===== config.mk =====
export PLATFORM = sky130hd
export DESIGN_NAME = bin2bcd_serial
export DESIGN_NICKNAME = d
export VERILOG_FILES = /design/src/rtl/voltmeter_pkg.sv /design/src/rtl/bcd_add3_digit.sv /design/src/rtl/bin2bcd_serial.sv
export SDC_FILE = /design/constraint.sdc
export NUM_CORES = 1
export LEC_CHECK = 0
export ABC_AREA = 0
export CORE_ASPECT_RATIO = 1.4
export CORE_UTILIZATION = 55
export CTS_BUF_LIST = sky130_fd_sc_hd__clkbuf_4 sky130_fd_sc_hd__clkbuf_8 sky130_fd_sc_hd__clkbuf_16
export DETAILED_ROUTE_END_ITERATION = 12
export PLACE_DENSITY = 0.78
export SLEW_MARGIN = 0
export SYNTH_ARGS = -nofsm -noshare
export SYNTH_HDL_FRONTEND = slang
export SYNTH_HIERARCHICAL = 1
export SYNTH_SLANG_ARGS = --single-unit

===== constraint.sdc =====
create_clock -name clk -period 2.5 [get_ports clk]
set_clock_uncertainty 0.2 [all_clocks]
set_input_delay 0.25 -clock clk [delete_from_list [all_inputs] [get_ports clk]]
set_output_delay 0.25 -clock clk [all_outputs]
set_load 0.02 [all_outputs]

===== src/rtl/voltmeter_pkg.sv =====
// rtl/voltmeter_pkg.sv - shared constants, state encoding and helpers for the voltmeter display path
package voltmeter_pkg;

  localparam int BCD_DIGITS = 4;
  localparam int MAX_MV     = 9999;

  typedef enum logic [1:0] {
    ST_IDLE  = 2'd0,
    ST_SHIFT = 2'd1,
    ST_DONE  = 2'd2
  } state_t;

  // Bits needed to hold values 0..value-1 (minimum 1).
  function automatic int clog2(input int value);
    int result;
    result = 0;
    while ((1 << result) < value) begin
      result = result + 1;
    end
    if (result == 0) begin
      result = 1;
    end
    return result;
  endfunction

endpackage


===== src/rtl/bcd_add3_digit.sv =====
// rtl/bcd_add3_digit.sv - double-dabble correction: add 3 to a BCD nibble that is 5 or more
module bcd_add3_digit (
  input  logic [3:0] din,
  output logic [3:0] dout
);

  // A nibble >= 5 would exceed 9 after the next doubling, so pre-correct it.
  assign dout = (din >= 4'd5) ? (din + 4'd3) : din;

endmodule


===== src/rtl/bin2bcd_serial.sv =====
// rtl/bin2bcd_serial.sv - sequential shift-add-3 binary to packed BCD converter with saturation
module bin2bcd_serial
  import voltmeter_pkg::*;
#(
  parameter int BIN_WIDTH = 14,
  parameter int DIGITS    = BCD_DIGITS,
  parameter int MAX_VAL   = MAX_MV
) (
  input  logic                  clk,
  input  logic                  rst,
  input  logic                  start,
  input  logic [BIN_WIDTH-1:0]  bin_in,
  output logic                  busy,
  output logic                  done,
  output logic                  overflow,
  output logic [4*DIGITS-1:0]   bcd_word
);

  localparam int W  = 4 * DIGITS;
  localparam int CW = clog2(BIN_WIDTH + 1);
  localparam logic [BIN_WIDTH-1:0] MAX_BIN = BIN_WIDTH'(MAX_VAL);
  localparam logic [CW-1:0]        CNT_LOAD = CW'(BIN_WIDTH);

  state_t                state, state_next;
  logic [BIN_WIDTH-1:0]  shift_q;
  logic [W-1:0]          scratch_q;
  logic [W-1:0]          scratch_adj;
  logic [CW-1:0]         count_q;
  logic                  ovf_next_q;
  logic                  accept;
  logic                  in_over;

  // DONE can take a new start so conversions may run back to back.
  assign accept  = start && (state != ST_SHIFT);
  assign in_over = (bin_in > MAX_BIN);

  genvar g;
  generate
    for (g = 0; g < DIGITS; g++) begin : g_add3
      bcd_add3_digit u_add3 (
        .din  (scratch_q[4*g +: 4]),
        .dout (scratch_adj[4*g +: 4])
      );
    end
  endgenerate

  // State register.
  always_ff @(posedge clk or posedge rst) begin
    if (rst) begin
      state <= ST_IDLE;
    end else begin
      state <= state_next;
    end
  end

  // Next-state logic: SHIFT runs until the counter's last step.
  always_comb begin
    state_next = state;
    case (state)
      ST_IDLE, ST_DONE: state_next = accept ? ST_SHIFT : ST_IDLE;
      ST_SHIFT:         state_next = (count_q == CW'(1)) ? ST_DONE : ST_SHIFT;
      default:          state_next = ST_IDLE;
    endcase
  end

  // Datapath: load saturated input on accept, otherwise correct-and-shift while in SHIFT.
  always_ff @(posedge clk or posedge rst) begin
    if (rst) begin
      shift_q    <= '0;
      scratch_q  <= '0;
      count_q    <= '0;
      ovf_next_q <= 1'b0;
    end else if (accept) begin
      shift_q    <= in_over ? MAX_BIN : bin_in;
      scratch_q  <= '0;
      count_q    <= CNT_LOAD;
      ovf_next_q <= in_over;
    end else if (state == ST_SHIFT) begin
      {scratch_q, shift_q} <= {scratch_adj[W-2:0], shift_q, 1'b0};
      count_q              <= count_q - CW'(1);
    end
  end

  // Registered outputs; result words only move together with the done pulse.
  always_ff @(posedge clk or posedge rst) begin
    if (rst) begin
      busy     <= 1'b0;
      done     <= 1'b0;
      overflow <= 1'b0;
      bcd_word <= '0;
    end else begin
      busy <= (state_next == ST_SHIFT);
      done <= (state == ST_DONE);
      if (state == ST_DONE) begin
        bcd_word <= scratch_q;
        overflow <= ovf_next_q;
      end
    end
  end

endmodule


==> out/qor.csv <==
metric,value,unit
"Gates resized, CTS repair",0,
Synthesized Nets,306,
FF+latch area,1400,um^2
delay of the slowest critical-path stage,0.61,ns
slew margin rel.,70.2,%
first-pass GRT wire length,8860,um
HPWL Detailed,3600,um
Hold Fails Final Rpt,0,
Synth Cell Area,2910,um^2
layout cell share with drive strength beyond 1,13.2,%
postcts setup bufs,0,
crit-path leading delay family,buffers and inverters,
DR vias/cell,5.51,
Multi-input gate area,1350,um^2
CP max FO,2,
Max clock buf depth,2,
startpoint types,flip-flop,
Die Ht,88.1,um
worst path arrival time,1.29,ns
total track usage,20.3,%
setup violators final,0,
Worst Path Required,2.05,ns
final period utilization,69.6,%
Leak,1.60,nW
Final ANT Viol Nets,0,
Crit. End Element,output port,
core area,5120,um^2
I/O pins,36,
min-delay worst type,input port to async pin,
worst slew pin tran,0.446,ns
YS warnings,6,
CTS Buf Count,5,
max cap viols,0,
Syn Inst Count,279,
Congestion Overflow GR,0,
Setup CP Type,flip-flop to output port,
H-tree Lvls,2,
VDD IR max,0.512,mV
PD cells,1190,nW/um^2
initial antenna violation count,0,
Sinks on Clock Net,56,
Port Buffers,35,
ant diodes,0,
status,"complete, no violations",
vias in the first global route,2018,
routability cong.,0.767,
clock latency on the worst-skew pair,0.30,ns
Starting Density,56.8,%
CTS tree,yes,
DRT iter0 DRCs,116,
setup TNS,0,ns
clock-pin slew on the worst setup and hold paths,0.09,ns
die extent in x,63.5,um
Final Power,4.01,mW
fmax,575,MHz
unrepaired setup endpoints after global routing,no,
pin count of the biggest net entering global routing,57,
Std-Cell Rows,31,
die area,5590,um^2
Fill cells,430,
CTS root buffer,clkbuf_8,
final WL,5060,um
drt drc,0,
DRT Pass-1 Iters,4,
min cycle time layout,1.74,ns
worst path cell trace,clkdlybuf4s50_1,
CP Buf/Inv Count,1,
Hold Buf Count CTS,0,
Synth-to-Final Area Change,15.8,%
via count,2078,
Final Slew Violations,0,
CP max-delay cell,clkdlybuf4s50_1,
nets@finish,340,
drt wl/cell,13.4,um
Mapped Avg Cell Area,10.4,um^2
metal layers:
layer	global-route usage (%)	wire length, um	up-vias
met5	0	0	-
met4	7.64	77	0
met3	3.91	125	8
met2	36.8	2620	41
met1	23.7	2230	1011
li1	-	-	1018
state kept, by name (all words and copies together), names as in the netlist:
name,flops
scratch_q,16
done,1
shift_q,14
bcd_word,16
busy,1
count_q,4
ovf_next_q,1
overflow,1
state,2
cell type report:
| type | count | area share (%) |
|---|---|---|
| clock buffers | 5 | 2.04 |
| well taps | 66 | 2.45 |
| repair buffers | 41 | 12.1 |
| inverters | 15 | 1.67 |
| multi-input cells | 194 | 40.1 |
| flip-flops and latches | 56 | 41.6 |
through the flow:
| step | hold WS, ns | cells | setup slack (ns) | cell area, um^2 | utilization [%] |
|---|---|---|---|---|---|
| 2_1_floorplan | 0.191 | 279 | 0.679 | 2910 | - |
| 4_1_cts | 0.145 | 377 | 0.753 | 3370 | 65.8 |
| 3_5_place_dp | 0.274 | 372 | 0.682 | 3300 | 64.5 |
| 6_report | 0.128 | 377 | 0.761 | 3370 | 65.8 |
| 5_1_grt | 0.152 | 377 | 0.715 | 3370 | 65.8 |
| 3_3_place_gp | 0.264 | 372 | 0.743 | 3300 | 64.5 |
final timing paths:
| path | from | end | slack [ns] | depth (start not counted) |
|---|---|---|---|---|
| max | overflow | overflow | 0.76 | 1 |
| min | rst | shift_q[3] | 0.13 | 3 |
| max reg2reg | state[0] | shift_q[9] | 0.84 | 5 |
| min reg2reg | bcd_word[9] | bcd_word[9] | 0.30 | 1 |
| max in group asynchronous | rst | scratch_q[4] | 1.73 | 3 |
| min in group clk | bcd_word[9] | bcd_word[9] | 0.30 | 1 |
placed cells by master, fill, tap and decap left out:
cell type,count
nor2_4,1
o22ai_1,7
nor2b_1,3
o21ai_1,13
o41ai_2,1
nor4_2,1
o21ai_2,1
nand2_1,52
mux2_4,9
nand4_1,1
buf_12,1
ha_1,10
nand2b_4,1
mux2_1,8
and3b_1,1
o21ai_0,5
dfrtp_1,56
nor2b_2,1
nor2_1,15
nand2b_1,11
nor3b_1,1
o21a_1,2
a21oi_2,4
a21oi_1,1
a311oi_2,1
xnor2_1,4
and2_1,1
inv_1,13
nand3_1,17
clkbuf_8,5
mux2i_1,10
inv_2,2
clkdlybuf4s50_1,35
a221oi_2,6
buf_4,5
a211oi_1,1
a31oi_1,1
nor3_1,2
a211oi_2,2
power by group:
| group | switching [mW] | total, mW | internal (mW) |
|---|---|---|---|
| Combinational | 0.978 | 1.91 | 0.928 |
| Clock | 0.260 | 0.442 | 0.181 |
| Sequential | 0.338 | 1.66 | 1.32 |
| Total | 1.58 | 4.01 | 2.43 |
Note: power is estimated with default switching activity, not from simulation.
